--- config.mk ---
export PLATFORM = sky130hd
export DESIGN_NAME = pending_scheduler
export DESIGN_NICKNAME = d
export VERILOG_FILES = /design/src/rtl/pending_scheduler_pkg.sv /design/src/rtl/pending_scheduler_msb_index.sv /design/src/rtl/pending_scheduler.sv
export SDC_FILE = /design/constraint.sdc
export NUM_CORES = 1
export LEC_CHECK = 0
export BUFFER_PORTS_ARGS = -buffer_cell sky130_fd_sc_hd__buf_2
export CORE_MARGIN = 1.5
export CORE_UTILIZATION = 55
export CTS_CLUSTER_SIZE = 28
export DETAILED_ROUTE_END_ITERATION = 10
export GPL_TIMING_DRIVEN = 0
export PLACE_DENSITY = 0.77
export SLEW_MARGIN = 20
export SYNTH_ARGS = -nofsm -noshare
export SYNTH_HDL_FRONTEND = slang
export SYNTH_SLANG_ARGS = --single-unit
--- constraint.sdc ---
create_clock -name clk -period 5.62 [get_ports clk]
set_input_delay 0.562 -clock clk [delete_from_list [all_inputs] [get_ports clk]]
set_output_delay 0.562 -clock clk [all_outputs]
set_load 0.02 [all_outputs]
--- src/rtl/pending_scheduler_pkg.sv ---
// Shared definitions for the pending-request scheduler: index-width derivation
// and the selection-mode encoding.
package pending_scheduler_pkg;

  localparam logic MODE_FIXED = 1'b0;
  localparam logic MODE_RR    = 1'b1;

  // Ceiling log2, usable in parameter expressions; floored at 1 bit.
  function automatic int idx_width(input int w);
    int r;
    r = 1;
    for (int i = 1; i < 31; i++) begin
      if ((1 << i) < w) r = i + 1;
    end
    return r;
  endfunction

endpackage

--- src/rtl/pending_scheduler_msb_index.sv ---
// Combinational highest-set-bit encoder with an any-bit-set flag.
import pending_scheduler_pkg::*;

module pending_scheduler_msb_index #(
  parameter int WIDTH     = 32,
  parameter int IDX_WIDTH = idx_width(WIDTH)
) (
  input  logic [WIDTH-1:0]     vec,
  output logic [IDX_WIDTH-1:0] idx,
  output logic                 any_set
);

  // Ascending scan so the last (highest) set bit overwrites earlier hits.
  always_comb begin
    idx     = '0;
    any_set = |vec;
    for (int i = 0; i < WIDTH; i++) begin
      if (vec[i]) idx = IDX_WIDTH'(i);
    end
  end

endmodule

--- src/rtl/pending_scheduler.sv ---
// Pending-bitmap scheduler: picks one pending index per cycle (fixed priority or
// descending round-robin), presents it on a registered valid/ready stage and retires it.
import pending_scheduler_pkg::*;

module pending_scheduler #(
  parameter  int WIDTH     = 32,
  localparam int IDX_WIDTH = idx_width(WIDTH)
) (
  input  logic                 clk,
  input  logic                 rst,
  input  logic [WIDTH-1:0]     req_set,
  input  logic                 flush,
  input  logic                 mode,
  output logic                 out_valid,
  input  logic                 out_ready,
  output logic [IDX_WIDTH-1:0] out_idx,
  output logic [WIDTH-1:0]     pending
);

  logic [IDX_WIDTH-1:0] rr_ptr;
  logic [WIDTH-1:0]     mask;
  logic [WIDTH-1:0]     masked;
  logic [IDX_WIDTH-1:0] full_idx;
  logic [IDX_WIDTH-1:0] masked_idx;
  logic                 full_any;
  logic                 masked_any;
  logic [IDX_WIDTH-1:0] sel;
  logic                 load;
  logic [WIDTH-1:0]     retire;

  // Round-robin window: indices strictly below the last grant.
  assign mask   = (WIDTH'(1) << rr_ptr) - WIDTH'(1);
  assign masked = pending & mask;

  pending_scheduler_msb_index #(
    .WIDTH     (WIDTH),
    .IDX_WIDTH (IDX_WIDTH)
  ) u_full_enc (
    .vec     (pending),
    .idx     (full_idx),
    .any_set (full_any)
  );

  pending_scheduler_msb_index #(
    .WIDTH     (WIDTH),
    .IDX_WIDTH (IDX_WIDTH)
  ) u_masked_enc (
    .vec     (masked),
    .idx     (masked_idx),
    .any_set (masked_any)
  );

  // Empty window wraps round-robin back to the overall highest pending bit.
  always_comb begin
    sel = full_idx;
    if (mode == MODE_RR && masked_any) sel = masked_idx;
  end

  assign load   = (!out_valid || out_ready) && full_any;
  assign retire = load ? (WIDTH'(1) << sel) : '0;

  always_ff @(posedge clk or posedge rst) begin
    if (rst) begin
      pending   <= '0;
      out_valid <= 1'b0;
      out_idx   <= '0;
      rr_ptr    <= '0;
    end else if (flush) begin
      pending   <= '0;
      out_valid <= 1'b0;
      rr_ptr    <= '0;
    end else begin
      // A set in the retire cycle re-arms the bit.
      pending <= (pending & ~retire) | req_set;
      if (load) begin
        out_idx   <= sel;
        out_valid <= 1'b1;
        rr_ptr    <= sel;
      end else if (out_valid && out_ready) begin
        out_valid <= 1'b0;
      end
    end
  end

endmodule

# Yosys cells after proc, flatten, opt, wreduce, memory -nomap -nowiden
# Index checks and enable logic that the tools add are counted.
# totals
wordCells	92
out_inout_bits	38
regBits	43
inputBits	37
# op_classes
bitwise_logic	5
n_mux	70
addsub	1
shifts	2
n_reduce_logical	10
# op_table
cell	n
two-way mux 5 bit	35
AND 32 bit	2
two-way mux 32 bit	2
two-way mux 4 bit	16
OR reduction 32 bit	2
<< shifter 1 x 5 -> 32 bit (first input constant)	2
inverter 32 bit	1
OR 32 bit	1
subtractor 32 x 2 -> 32 bit (second input constant)	1
two-way mux 3 bit	8
two-way mux 2 bit	4
two-way mux 1 bit	5
logical AND 1 bit	3
nonzero test 3 bit	1
AND reduction 2 bit	1
nonzero test 2 bit	1
zero test 1 bit	1
logical OR 1 bit	1
inverter 1 bit	1

# Logic depth before layout (Yosys ltp)
# logic_depth
word_depth	41
depth_mapped	20

# Modules after synthesis
# A second synthesis with hierarchy kept.
# hier_totals
cells_unflattened	450
area_unflattened_um2	3647.2
# by_module_without_submodules
module	cells_each	seq_area_each_um2	area_per_inst_um2	n_inst
pending_scheduler	326	1076.0	2914.0	1
pending_scheduler_msb_index	62	0.0	366.6	2

# Worst setup path after synthesis
# OpenSTA, ideal clock, no wires.
# synth_timing
path_kind	register to register
start	register rr_ptr[3]
end	register pending[18]
required_time_ps	5483
path_slack_ps	1491
arrival_ps	3992
setup_time_ps	137
stages_incl_launch_ff	20
cell_sequence	dfrtp_1 > buf_2 > clkbuf_1 > clkbuf_1 > nor3_1 > nand3_1 > ha_1 > buf_2 > buf_2 > buf_2 > nor3b_1 > o211ai_1 > nand3_1 > or4_1 > o41ai_4 > o211ai_2 > o21a_1 > buf_6 > o41ai_1 > a21oi_1
# synth_between
elab_chain_cells	41
elab_cells_between_ends	43
cone_classes	add/sub (1); shift (2); mux (34); bitwise (4); reduce/logical (2)
# synth_lines
element	line	text
start: declaration	pending_scheduler.sv:20	logic [IDX_WIDTH-1:0] rr_ptr;
start signal: assignment	pending_scheduler.sv:78	rr_ptr <= sel;
<< shifter 1 x 5 -> 32 bit *	pending_scheduler.sv:32	assign mask = (WIDTH'(1) << rr_ptr) - WIDTH'(1);
subtractor 32 x 2 -> 32 bit *	pending_scheduler.sv:32	
AND 32 bit *	pending_scheduler.sv:33	assign masked = pending & mask;
two-way mux 1 bit	pending_scheduler_msb_index.sv:18	if (vec[i]) idx = IDX_WIDTH'(i);
two-way mux 2 bit (2 in a row)	pending_scheduler_msb_index.sv:18	
two-way mux 3 bit (4 in a row)	pending_scheduler_msb_index.sv:18	
two-way mux 4 bit (8 in a row)	pending_scheduler_msb_index.sv:18	
two-way mux 5 bit (16 in a row)	pending_scheduler_msb_index.sv:18	
two-way mux 5 bit *	pending_scheduler.sv:56	if (mode == MODE_RR && masked_any) sel = masked_idx;
<< shifter 1 x 5 -> 32 bit *	pending_scheduler.sv:60	assign retire = load ? (WIDTH'(1) << sel) : '0;
two-way mux 32 bit *	pending_scheduler.sv:60	
inverter 32 bit *	pending_scheduler.sv:74	pending <= (pending & ~retire) | req_set;
AND 32 bit *	pending_scheduler.sv:74	
OR 32 bit *	pending_scheduler.sv:74	
two-way mux 32 bit *	pending_scheduler.sv:68	end else if (flush) begin
end signal: assignment	pending_scheduler.sv:74	
end: declaration	pending_scheduler.sv:17	output logic [WIDTH-1:0] pending
# Mark *: on every way between the ends. The rest lies on a longest branch, timed or not.
# A chain may end at the register's enable or synchronous reset.

# Final worst setup path
# layout_timing
start	register rr_ptr[3]
end	register pending[16]
# The elaborated chain is that of the path after synthesis.

==> summary.md <==
| Metric | Value |
|---|---|
| Status | completed |
| Post-CTS setup buffers | 0 |
| Num CTS Buffers | 5 |
| Clock sinks | 43 |
| Initial DRT Pass Iterations | 7 |
| Layout area overhead | 16.76% |
| Maximum vdd drop | 0.0003397 V |
| Initial Utilization | 0.5767 |
| Synth top area share | 0.2905 |
| Post-synth top flop | dfrtp_1 |
| Reg2Reg Depth | 18 |
| Commonest non-fill, non-tap cell in the layout | buf_2 |
| Worst Path Max Fanout | 10 |
| Vias | around 4600 |
| Std-Cell Rows | 29 |
| Synth area leader | dfrtp_1 |
| Avg WL per Cell | 22.18 um |
| Detailed placement HPWL | between 10 and 15 mm |
| #FFs+latches synth | 43 |
| Max Freq | 188.8 MHz |
| Worst-margin pin slew | 949.9 ps |
| DR DRC count | 0 |
| PortBufs | between 70 and 80 |
| Core area | about 0.0064 mm^2 |
| Cell variety after synth | between 70 and 80 |
| IO Count | between 70 and 80 |
| Min Tclk post-route | about 5300 ps |
| Finished Cell Area | roughly 0.0043 mm^2 |
| Synth Warn # | 0 |
| Worst hold path class | input pin to asynchronous set/reset pin |
| Largest net degree at the start of global routing | 30 |
| Vias in the first global route | 4397 |
| Worst Path Arrival | about 5500 ps |
| Fillers | ~570 |
| Final Routed Wirelength | 14.06 mm |
| Total power draw | around 1.6 mW |
| Synthesized area | 0.003704 mm^2 |
| Syn Area/Cell | about 8 um^2 |
| Endpoints failing setup | 0 |
| Placed Area | 0.004185 mm^2 |
| Width of the die | approximately 85 um |
| Startpoint class of the critical path | flip-flop |
| Synth area leaders | dfrtp_1 29%, nor2_1 6.6%, nor3_1 4.6% |
| Most frequent cells in the layout | 86 x buf_2, 65 x nor2_1, 43 x dfrtp_1, 34 x nor3_1, 27 x a21oi_1 |
| Final Hold Vio Count | 0 |
| Max_cap viols | 0 |
| Crit Path Category | flip-flop to flip-flop |
| Setup Skew | between 5 and 6 ps |
| Hold Buf Count CTS | 0 |
| CP endpoint kind | flip-flop |
| Async SR Flop Fraction | 1.000 |
| Final setup margin | 322.9 ps |
| Gate Count Post-Synth | between 400 and 500 |
| GP Congestion | between 0.9 and 1 |
| # H-tree levels | 2 |
| EDFF count, synth | 0 |
| Pwr/cell area | 362.2 mW/mm^2 |
| Syn Nets | a little over 500 |
| Final Max Slew Viols | 0 |
| Clk pin slew, worst setup/hold paths | roughly 80 ps |
| Root buffer cell | clkbuf_8 |
| Antenna cells | 0 |
| Detail Route Antenna Nets | 0 |
| Clk Latency, worst-skew pair | between 300 and 400 ps |
| Sequential fraction of the synthesis area | 0.2905 |
| Setup TNS Final | 0 ps |
| Layout cells sized above 1 | 0.2244 |
| Die H | between 80 and 90 um |
| CP required | about 5800 ps |
| Final Net Count | 594 |
| Fin crit share | 0.9426 |
| Slew headroom | 0.3667 |
| CTS Buffer Depth | 2 |
| Initial antenna violation count | 0 |
| TritonCTS clock tree | done |
| Vias per std cell | between 7 and 8 |
| Overflow after GRT | 0 |
| Unrepaired setup endpoints after global routing | false |
| Leak | between 1.5 and 2 nW |
| Setup slack at placement | around 460 ps |
| Die footprint | between 0.007 and 0.008 mm^2 |
| First-pass GRT wire length | roughly 22 mm |
| Initial DRC Count | 466 |
| All-Layer GR Usage | 0.3910 |
## routing by layer
| layer | GRT usage | share of wire |
|---|---|---|
| met1 | 0.4991 | 0.37 |
| met3 | 0.06420 | 0.11 |
| met2 | 0.6212 | 0.46 |
| met4 | 0.2385 | 0.055 |
| met5 | 0 | 0 |
## what timing repair did
item                                   in CTS  in global routing
setup endpoints to repair                   0                 10
resized for setup                           0                  3
endpoints found under the hold margin       0                  0
## stage by stage
stage | instances | utilization | hold slack, ps
3_3_place_gp | 625 | 0.6485 | 489.1
6_report | 634 | 0.6733 | 208.7
4_1_cts | 634 | 0.6723 | 219.3
5_1_grt | 634 | 0.6733 | 238.2
3_5_place_dp | 626 | 0.6517 | 491.3
2_1_floorplan | 475 | - | 636.0
## path summary, 6_finish.rpt
| kind | slack (ps) | endpoint | from |
|---|---|---|---|
| max in group asynchronous | 4950 | rr_ptr[1] | rst |
| max reg2reg | 320 | pending[16] | rr_ptr[3] |
| min in group clk | 480 | pending[18] | req_set[18] |
| min | 210 | pending[5] | rst |
| min reg2reg | 510 | out_idx[0] | out_idx[0] |
| max | 320 | pending[16] | rr_ptr[3] |
## Yosys cell counts (all sizes together) (5+ instances only)
cell / instances
nand3: 9
o21ai: 23
o211ai: 9
a21boi: 5
dfrtp: 43
nand2: 26
buf: 21
nor3: 37
nor2b: 7
a211oi: 21
and2: 7
nand2b: 5
a21oi: 27
clkbuf: 15
nor2: 66
inv: 18
nor4: 14
and3: 5
o31ai: 7
a31oi: 12
## critical path, cell delays in order (launching register included)
cell      delay, ps
dfrtp_1         330
buf_2           180
clkbuf_1        430
clkbuf_2        360
nor3_1          110
nand3_1         130
ha_1            150
buf_2           200
buf_2           250
buf_2           290
nor3_1           80
a22o_1          210
o21ai_0         350
nand4_1         240
o41ai_4         690
nor3b_1         190
a22oi_2         550
nor2_4          140
a211oi_1        280
## cells by family after synthesis
group                    Yosys count  share of synthesized area
AO/OA/AOI/OAI                    162                     0.3193
XOR/XNOR                           1                   0.002365
adder cells (fa/ha/maj)            1                   0.003378
buffers and inverters             55                    0.07432
flip-flops                        43                     0.2905
multiplexers                       6                    0.01723
AND/OR/NAND/NOR                  207                     0.2929
## where the power goes
group          internal [mW]  switching (mW)  leakage [nW]
logic                  0.298           0.572          1.29
registers              0.350          0.0547         0.530
clock network          0.178           0.114        0.0654
total                  0.825           0.741          1.88
## area by class of cell
type	count	area, um^2	area share
multi-input cells	377	2357	0.5451
flip-flops and latches	43	1076	0.2488
repair buffers	74	385.4	0.08912
plain buffers	36	205.2	0.04745
well taps	77	96.34	0.02228
clock buffers	6	72.57	0.01678
inverters	19	71.32	0.01649
clock inverters	2	60.06	0.01389
## sequential cells by signal, indices dropped and copies added, names as in the netlist
signal     count
out_idx        5
out_valid      1
rr_ptr         5
pending       32
(Power assumes the default switching activity.)
